## config.mk

```make
export PLATFORM = sky130hd
export DESIGN_NAME = stage_memory_access_flat
export DESIGN_NICKNAME = d
export VERILOG_FILES = /design/src/rtl/stage_memory_access_pkg.sv /design/src/rtl/stage_memory_access_if.sv /design/src/rtl/stage_memory_access_load_extract.sv /design/src/rtl/stage_memory_access.sv /design/src/flat_wrapper.sv
export SDC_FILE = /design/constraint.sdc
export NUM_CORES = 1
export LEC_CHECK = 0
export ABC_CLOCK_PERIOD_IN_PS = 6200
export CAP_MARGIN = 20
export CORE_UTILIZATION = 39
export CTS_CLUSTER_DIAMETER = 200
export DETAILED_ROUTE_END_ITERATION = 8
export GPL_ROUTABILITY_DRIVEN = 0
export PLACE_DENSITY = 0.84
export REMOVE_ABC_BUFFERS = 1
export SLEW_MARGIN = 20
export SYNTH_ARGS = -nofsm -noshare
export SYNTH_HDL_FRONTEND = slang
export SYNTH_SLANG_ARGS = --single-unit
export TNS_END_PERCENT = 1
```

## constraint.sdc

```tcl
create_clock -name clock -period 6.2 [get_ports clock]
set_input_delay 0.93 -clock clock [delete_from_list [all_inputs] [get_ports clock]]
set_output_delay 0.93 -clock clock [all_outputs]
set_load 0.01 [all_outputs]
```

## src/rtl/stage_memory_access_pkg.sv

```systemverilog
// Shared ISA types for the memory-access stage: widths, latency, funct3 codes,
// memory-port control struct and byte-lane helpers.
package stage_memory_access_pkg;

    localparam int XLEN             = 32;
    localparam int mem_read_latency = 3;

    typedef enum logic [2:0] {
        MEM_B  = 3'b000,
        MEM_H  = 3'b001,
        MEM_W  = 3'b010,
        MEM_BU = 3'b100,
        MEM_HU = 3'b101
    } mem_funct3_e;

    typedef struct packed {
        logic [XLEN-1:0] addr;
        logic [XLEN-1:0] wdata;
        logic [3:0]      wenable;
    } mem_control_t;

    typedef enum logic [1:0] {
        IDLE,
        LOAD_WAIT,
        DONE
    } stage_state_e;

    // Byte-lane write mask for a store of the given width at byte offset.
    function automatic logic [3:0] lane_mask(input logic [2:0] funct3, input logic [1:0] offset);
        case (funct3[1:0])
            2'b00:   return 4'b0001 << offset;
            2'b01:   return 4'b0011 << offset;
            default: return 4'b1111;
        endcase
    endfunction

    function automatic logic [XLEN-1:0] lane_replicate(input logic [2:0] funct3, input logic [XLEN-1:0] data);
        case (funct3[1:0])
            2'b00:   return {4{data[7:0]}};
            2'b01:   return {2{data[15:0]}};
            default: return data;
        endcase
    endfunction

endpackage

```

## src/rtl/stage_memory_access_if.sv

```systemverilog
// Controller <-> memory-access stage bundle, including the memory port.
interface stage_memory_access_if;
    import stage_memory_access_pkg::*;

    logic                 enable;
    logic                 is_store;
    logic [2:0]           funct3;
    logic [XLEN-1:0]      addr;
    logic [XLEN-1:0]      store_data;
    logic [XLEN-1:0]      mem_rdata;
    mem_control_t         mem_ctrl;
    logic                 is_complete;
    logic [XLEN-1:0]      load_data;
    logic                 is_halted;

    modport master (
        output enable, is_store, funct3, addr, store_data, mem_rdata,
        input  mem_ctrl, is_complete, load_data, is_halted
    );

    modport slave (
        input  enable, is_store, funct3, addr, store_data, mem_rdata,
        output mem_ctrl, is_complete, load_data, is_halted
    );

endinterface

```

## src/rtl/stage_memory_access_load_extract.sv

```systemverilog
// Selects the addressed byte/half of a memory word and sign- or zero-extends it.
module load_extract
    import stage_memory_access_pkg::*;
(
    input  logic [XLEN-1:0] mem_rdata,
    input  logic [1:0]      offset,
    input  logic [2:0]      funct3,
    output logic [XLEN-1:0] value
);

    logic [7:0]  byte_sel;
    logic [15:0] half_sel;

    assign byte_sel = mem_rdata[{offset, 3'b000} +: 8];
    assign half_sel = mem_rdata[{offset[1], 4'b0000} +: 16];

    always_comb begin
        case (funct3)
            MEM_B:   value = {{(XLEN-8){byte_sel[7]}}, byte_sel};
            MEM_BU:  value = {{(XLEN-8){1'b0}}, byte_sel};
            MEM_H:   value = {{(XLEN-16){half_sel[15]}}, half_sel};
            MEM_HU:  value = {{(XLEN-16){1'b0}}, half_sel};
            default: value = mem_rdata;
        endcase
    end

endmodule

```

## src/rtl/stage_memory_access.sv

```systemverilog
// Multi-cycle load/store stage: drives the memory port, waits out read latency,
// extracts load results and halts permanently on misaligned/illegal accesses.
module stage_memory_access
    import stage_memory_access_pkg::*;
(
    input  logic                  clock,
    input  logic                  reset,
    stage_memory_access_if.slave  bus
);

    stage_state_e    state;
    logic [7:0]      remaining;
    logic            halted;
    logic [XLEN-1:0] load_data_q;
    logic [XLEN-1:0] extracted;

    logic funct3_ok;
    logic misaligned;
    logic fault;
    logic go;
    logic load_fire;
    logic store_fire;

    load_extract u_load_extract (
        .mem_rdata (bus.mem_rdata),
        .offset    (bus.addr[1:0]),
        .funct3    (bus.funct3),
        .value     (extracted)
    );

    always_comb begin
        if (bus.is_store)
            funct3_ok = (bus.funct3 == MEM_B) || (bus.funct3 == MEM_H) || (bus.funct3 == MEM_W);
        else
            funct3_ok = (bus.funct3 == MEM_B) || (bus.funct3 == MEM_H) || (bus.funct3 == MEM_W) ||
                        (bus.funct3 == MEM_BU) || (bus.funct3 == MEM_HU);
        misaligned = ((bus.funct3[1:0] == 2'b01) && bus.addr[0]) ||
                     ((bus.funct3[1:0] == 2'b10) && (bus.addr[1:0] != 2'b00));
    end

    assign fault = bus.enable && (!funct3_ok || misaligned);

    // The counter sits at mem_read_latency on the first enabled cycle, so a load
    // finishes on the cycle it holds 1 (or immediately when the latency is 0).
    assign go         = reset && bus.enable && !halted && !fault && (state != DONE);
    assign load_fire  = go && !bus.is_store && (remaining <= 8'd1);
    assign store_fire = go && bus.is_store && (state == IDLE);

    assign bus.is_complete      = load_fire || store_fire;
    assign bus.mem_ctrl.addr    = bus.enable ? {bus.addr[XLEN-1:2], 2'b00} : '0;
    assign bus.mem_ctrl.wdata   = bus.enable ? lane_replicate(bus.funct3, bus.store_data) : '0;
    assign bus.mem_ctrl.wenable = store_fire ? lane_mask(bus.funct3, bus.addr[1:0]) : 4'b0000;
    assign bus.load_data        = load_data_q;
    assign bus.is_halted        = halted;

    always_ff @(posedge clock) begin
        if (!reset) begin
            state       <= IDLE;
            remaining   <= 8'(mem_read_latency);
            halted      <= 1'b0;
            load_data_q <= '0;
        end else begin
            if (fault)
                halted <= 1'b1;
            if (!bus.enable) begin
                state     <= IDLE;
                remaining <= 8'(mem_read_latency);
            end else if (bus.is_complete) begin
                state <= DONE;
            end else if (go) begin
                state     <= LOAD_WAIT;
                remaining <= remaining - 8'd1;
            end
            if (load_fire)
                load_data_q <= extracted;
        end
    end

endmodule

```

## src/flat_wrapper.sv

```systemverilog
// flat-port wrapper written by rule: the top's interface ports become plain ports
module stage_memory_access_flat import stage_memory_access_pkg::*;
  (clock, reset, bus_enable, bus_is_store, bus_funct3, bus_addr, bus_store_data, bus_mem_rdata, bus_mem_ctrl, bus_is_complete, bus_load_data, bus_is_halted);
  stage_memory_access_if bus_i ();
  input  logic clock;
  input  logic reset;
  input wire logic [$bits(bus_i.enable)-1:0] bus_enable;
  input wire logic [$bits(bus_i.is_store)-1:0] bus_is_store;
  input wire logic [$bits(bus_i.funct3)-1:0] bus_funct3;
  input wire logic [$bits(bus_i.addr)-1:0] bus_addr;
  input wire logic [$bits(bus_i.store_data)-1:0] bus_store_data;
  input wire logic [$bits(bus_i.mem_rdata)-1:0] bus_mem_rdata;
  output wire logic [$bits(bus_i.mem_ctrl)-1:0] bus_mem_ctrl;
  output wire logic [$bits(bus_i.is_complete)-1:0] bus_is_complete;
  output wire logic [$bits(bus_i.load_data)-1:0] bus_load_data;
  output wire logic [$bits(bus_i.is_halted)-1:0] bus_is_halted;
  assign bus_i.enable = bus_enable;
  assign bus_i.is_store = bus_is_store;
  assign bus_i.funct3 = bus_funct3;
  assign bus_i.addr = bus_addr;
  assign bus_i.store_data = bus_store_data;
  assign bus_i.mem_rdata = bus_mem_rdata;
  assign bus_mem_ctrl = bus_i.mem_ctrl;
  assign bus_is_complete = bus_i.is_complete;
  assign bus_load_data = bus_i.load_data;
  assign bus_is_halted = bus_i.is_halted;
  stage_memory_access u_core (.clock(clock), .reset(reset), .bus(bus_i));
endmodule
```

Word level (Yosys, flattened, before mapping)
Index checks and enable logic that the tools add are counted.

Input port bits: 103. Register bits: 43. Word-level logic and storage cells: 60. Output and inout port bits: 102.

Shift-type cells: 4. $lt $le $gt $ge: 1. Bitwise gates (word level): 3. Equality and inequality tests: 7. Muxes and demuxes: 9. Reductions and logical operators: 30. $add $sub $neg: 1.

Operator list (count): $pmux W32 S4 (1); $mux W32 (2); $pmux W32 S2 (1); $shiftx A32 B6 Y16 (1); $shiftx A32 B6 Y8 (1); $logic_and A1 B1 Y1 (11); $le A8 B1 Y1 const B (1); $pmux W4 S2 (1); $sub A8 B1 Y8 const B (1); $logic_or A1 B1 Y1 (7); $eq A3 B3 Y1 const B (2); $logic_not A1 Y1 (4); $logic_not A2 Y1 (2); $mux W2 (2); $mux W4 (1); $reduce_and A2 Y1 (2); $reduce_bool A2 Y1 (2); $shl A1 B2 Y4 const A (1); $shl A2 B2 Y4 const A (1); $eq A3 B1 Y1 const B (1); $eq A3 B2 Y1 const B (1); $logic_not A3 Y1 (1); $not A1 Y1 (3); $reduce_or A3 Y1 (1); 4 further kinds (4).

Logic depth before layout (Yosys ltp)
Depth after elaboration: 17. Mapped depth: 9. Gate-level depth less buffers: 7.

Hierarchy
Synthesis repeated with hierarchy kept, for this count alone.

Cells, all modules: 467. Area, all modules: 3512.1 um^2.

By module, submodules not included: stage_memory_access (instances 1, cells each 351, area each 2760.1 um^2, sequential area each 860.8 um^2); load_extract (instances 1, cells each 116, area each 752.0 um^2, sequential area each 0.0 um^2).

Least setup slack after synthesis
Ideal clock, no wire load.

Kind: in2out. From: input port bus_funct3[0]. To: output port bus_mem_ctrl[1]. Path slack: 2.838 ns. Data required time: 5.270 ns. Buffers on the path: 1. Data arrival time: 2.432 ns. Cell stages on the path: 5. Path through: buf_6 > o41a_1 > a2111oi_4 > nand2_1 > a21oi_1.

Longest elaborated chain between the ends: 15. Elaborated cells on any way between the ends: 26. Those cells by class: 6 x eq/ne; 3 x mux; 17 x reduce/logical.

RTL lines: from (decl) (line flat_wrapper.sv:9) `input wire logic [$bits(bus_i.funct3)-1:0] bus_funct3;`; $eq A3 B1 Y1 / $logic_not A3 Y1 (equally long branches) (line stage_memory_access.sv:33, stage_memory_access.sv:35); $logic_or A1 B1 Y1 (2 in series) (line stage_memory_access.sv:33, stage_memory_access.sv:35); $logic_or A1 B1 Y1 (line stage_memory_access.sv:35) `funct3_ok = (bus.funct3 == MEM_B) || (bus.funct3 == MEM_H) || (bus.funct3 == MEM_W) ||`; $logic_or A1 B1 Y1 (line stage_memory_access.sv:36) `(bus.funct3 == MEM_BU) || (bus.funct3 == MEM_HU);`; $mux W1 (line stage_memory_access.sv:32) `if (bus.is_store)`; $logic_not A1 Y1 (line stage_memory_access.sv:41) `assign fault = bus.enable && (!funct3_ok || misaligned);`; $logic_or A1 B1 Y1 (line stage_memory_access.sv:41); $logic_and A1 B1 Y1 (line stage_memory_access.sv:41); $logic_not A1 Y1 (line stage_memory_access.sv:45) `assign go = reset && bus.enable && !halted && !fault && (state != DONE);`; $logic_and A1 B1 Y1 (2 in series) (line stage_memory_access.sv:45); $logic_and A1 B1 Y1 (2 in series) (line stage_memory_access.sv:47) `assign store_fire = go && bus.is_store && (state == IDLE);`; $mux W4 * (line stage_memory_access.sv:52) `assign bus.mem_ctrl.wenable = store_fire ? lane_mask(bus.funct3, bus.addr[1:0]) : 4'b0000;`; to (decl) (line flat_wrapper.sv:13) `output wire logic [$bits(bus_i.mem_ctrl)-1:0] bus_mem_ctrl;`.

Mark *: on every way between the ends. The rest lies on a longest branch, timed or not.

Worst setup path in the final report
From: input port bus_addr[0]. To: output port bus_is_complete.

Longest elaborated chain between the ends: 11. Elaborated cells on any way between the ends: 14. Those cells by class: 14 x reduce/logical.

RTL lines: from (decl) (line flat_wrapper.sv:10) `input wire logic [$bits(bus_i.addr)-1:0] bus_addr;`; $reduce_bool A2 Y1 (line stage_memory_access.sv:38) `((bus.funct3[1:0] == 2'b10) && (bus.addr[1:0] != 2'b00));`; $logic_and A1 B1 Y1 (line stage_memory_access.sv:38); $logic_or A1 B1 Y1 * (line stage_memory_access.sv:37) `misaligned = ((bus.funct3[1:0] == 2'b01) && bus.addr[0]) ||`; $logic_or A1 B1 Y1 * (line stage_memory_access.sv:41); $logic_and A1 B1 Y1 * (line stage_memory_access.sv:41); $logic_not A1 Y1 * (line stage_memory_access.sv:45); $logic_and A1 B1 Y1 * (2 in series) (line stage_memory_access.sv:45); $logic_and A1 B1 Y1, on equally long branches (2 in series) (line stage_memory_access.sv:46, stage_memory_access.sv:47); $logic_or A1 B1 Y1 * (line stage_memory_access.sv:49) `assign bus.is_complete = load_fire || store_fire;`; to (decl) (line flat_wrapper.sv:14) `output wire logic [$bits(bus_i.is_complete)-1:0] bus_is_complete;`.

Marked as above.

==> results.md <==
* Num CTS Buffers at 5
* Die W at 91.0 um
* Diodes inserted at 0
* Post-synth top area cell: dfxtp_1
* Ys flop type: dfxtp_1
* Largest net degree at the start of global routing at 66
* Worst EP arrival at 3.93 ns
* Setup_tns at 0 ns
* IO Port Bufs at between 200 and 250
* Detailed Place HPWL at 8620 um
* Hold Buf Count CTS at 0
* Via count at roughly 3700
* Cell count after synthesis at 402
* Post-synthesis cell area at between 3000 and 4000 um^2
* Crit path launch type: input port
* Crit. End Element: output pin
* Remaining global-route overflow at 0
* Fin crit period at just under 5 ns
* Post-synth top area share at 27.9%
* Worst Hold Class: flop to flop
* # IOs at 205
* Share of cells above drive strength 1 at 4.28%
* CTS Sinks at 43
* Wire per inst at 16.7 um
* Pleak at ~2.1 nW
* Initial Utilization at 40.2%
* WL final at roughly 11000 um
* Worst-margin pin slew at about 0.84 ns
* DRT antenna net count at 0
* Largest cells by area after synthesis: dfxtp_1, and2_1, mux2i_1, nand2_1, a21oi_1
* Syn avg cell area at between 7 and 8 um^2
* Iter 0 DRT Violations at 231
* Critical path class: input port to output pin
* Synth cell count leaders: nand2_1, dfxtp_1, and2_1
* Area grow syn2layout at 68.5%
* Worst supply voltage drop on vdd at approximately 0.13 mV
* WP data required at between 5 and 6 ns
* Die area at around 8300 um^2
* Die height at approximately 90 um
* Vias per inst at 5.42
* RSZ-0062 raised after global routing: false
* FMAX at 0.206 GHz
* Setup Skew at 0.00640 ns
* Core box area at 7690 um^2
* Layout net count at 688
* Drt first pass iters at 4
* Final setup margin at about 1.3 ns
* Setup bufs post-CTS at 0
* Clock insertion delay at the later pin of the skew report at 0.30 ns
* Post-Place Worst Slack at 1.38 ns
* Async S/R FF share, synth at 0%
* Slew headroom at 44.0%
* CTS clk-pin slew, worst paths at 0.08 ns
* Longest Clk Path Bufs at 2
* Max cap viols at 0
* Core Util, Final at between 60 and 70%
* Netlist cell types at 55
* Most frequent cell after synthesis: nand2_1
* Final Hold Fails at 0
* Yosys warning count at 0
* Global-route wire length before repair at 17800 um
* Cts repair resizes at 0
* Vias in the first global route at 3645
* All-Layer GR Usage at a little over a quarter
* Post-synth EDFFs at 0
* Final Slew Violations at 0
* Root Driver: clkbuf_8
* Final period util at 78.4%
* H-tree levels at 2
* Initial antenna violation count at 0
* Final setup viols at 0
* Max Fanout on Critical Path at 15
* # DRC at 0
* Status: complete, no violations
* PwrDens at 133 nW/um^2
* Synth Register Bits at between 40 and 50
* Rows at 32
* CTS tree: yes
* Register area share after synthesis at approximately 28%
[cells by family after synthesis]
group                    after synthesis  synth area share, %
flip-flops                            43                 27.9
AND/OR/NAND/NOR                      164                 27.6
other                                  1                0.121
buffers and inverters                 42                 5.88
AO/OA/AOI/OAI                        118                 27.1
XOR/XNOR                               5                 1.42
adder cells (fa/ha/maj)                2                0.810
multiplexers                          27                 9.24
[critical path: stages]
cell and delay, ns:
clkdlybuf4s50_1 0.74, o41a_1 0.59, a2111oi_4 0.65, nand2_2 0.28
nand2_1 0.18, clkdlybuf4s50_1 0.55
[metrics by stage]
stage	std cells	hold slack, ns	instance area [um^2]	total power [mW]
final	686	0.460	5200	0.690
after global routing	686	0.511	5200	0.716
after CTS	686	0.464	5200	0.694
after detailed placement	678	0.453	5120	0.519
after global placement	678	0.451	5120	0.515
after floorplan	369	0.465	2940	0.366
[area by class of cell]
class / count / area (um^2)
clock buffer: 6 / 72.6
clock inverter: 2 / 12.5
fill: 663 / 2480
inverter: 8 / 30.0
multi-input combinational: 318 / 2050
sequential: 43 / 861
tap: 102 / 128
timing repair buffer: 207 / 2050
[report_power, final]
group	internal [mW]	switching, mW
combinational	0.137	0.0979
sequential	0.277	0.00154
clock	0.0788	0.0976
[metal layers]
metal / vias to the layer above / GRT usage [%] / routed length, um
met5: - / 0 / 0
met3: 32 / 5.78 / 933
met1: 1737 / 29.4 / 4480
met4: 0 / 11.0 / 353
li1: 1773 / - / -
met2: 179 / 49.1 / 5700
[registers in the layout, summed over array words and instances (netlist names)]
name                  flops
u_core.state              2
u_core.bus.load_data     32
u_core.remaining          8
u_core.bus.is_halted      1
[worst paths after layout]
| check | startpoint | end | slack, ns | cells after the start |
|---|---|---|---|---|
| setup / recovery | bus_addr[0] | bus_is_complete | 1.34 | 6 |
| hold / removal | u_core.bus.load_data[8] | u_core.bus.load_data[8] | 0.46 | 2 |
| setup reg to reg | u_core.remaining[5] | u_core.bus.load_data[30] | 3.92 | 6 |
| hold reg to reg | u_core.bus.load_data[8] | u_core.bus.load_data[8] | 0.46 | 2 |
[layout by cell type (no fill, tap or decap), types with 5 or more instances in the layout]
| master | count |
|---|---|
| o21ai_0 | 25 |
| and2_1 | 40 |
| clkbuf_8 | 5 |
| buf_4 | 5 |
| inv_1 | 8 |
| a21boi_0 | 15 |
| clkdlybuf4s50_1 | 200 |
| dfxtp_1 | 43 |
| nand2_1 | 64 |
| mux2i_1 | 24 |
| a21oi_1 | 32 |
| nor2_1 | 17 |
| o211a_1 | 14 |
| nor2b_1 | 13 |
(Power assumes the default switching activity.)
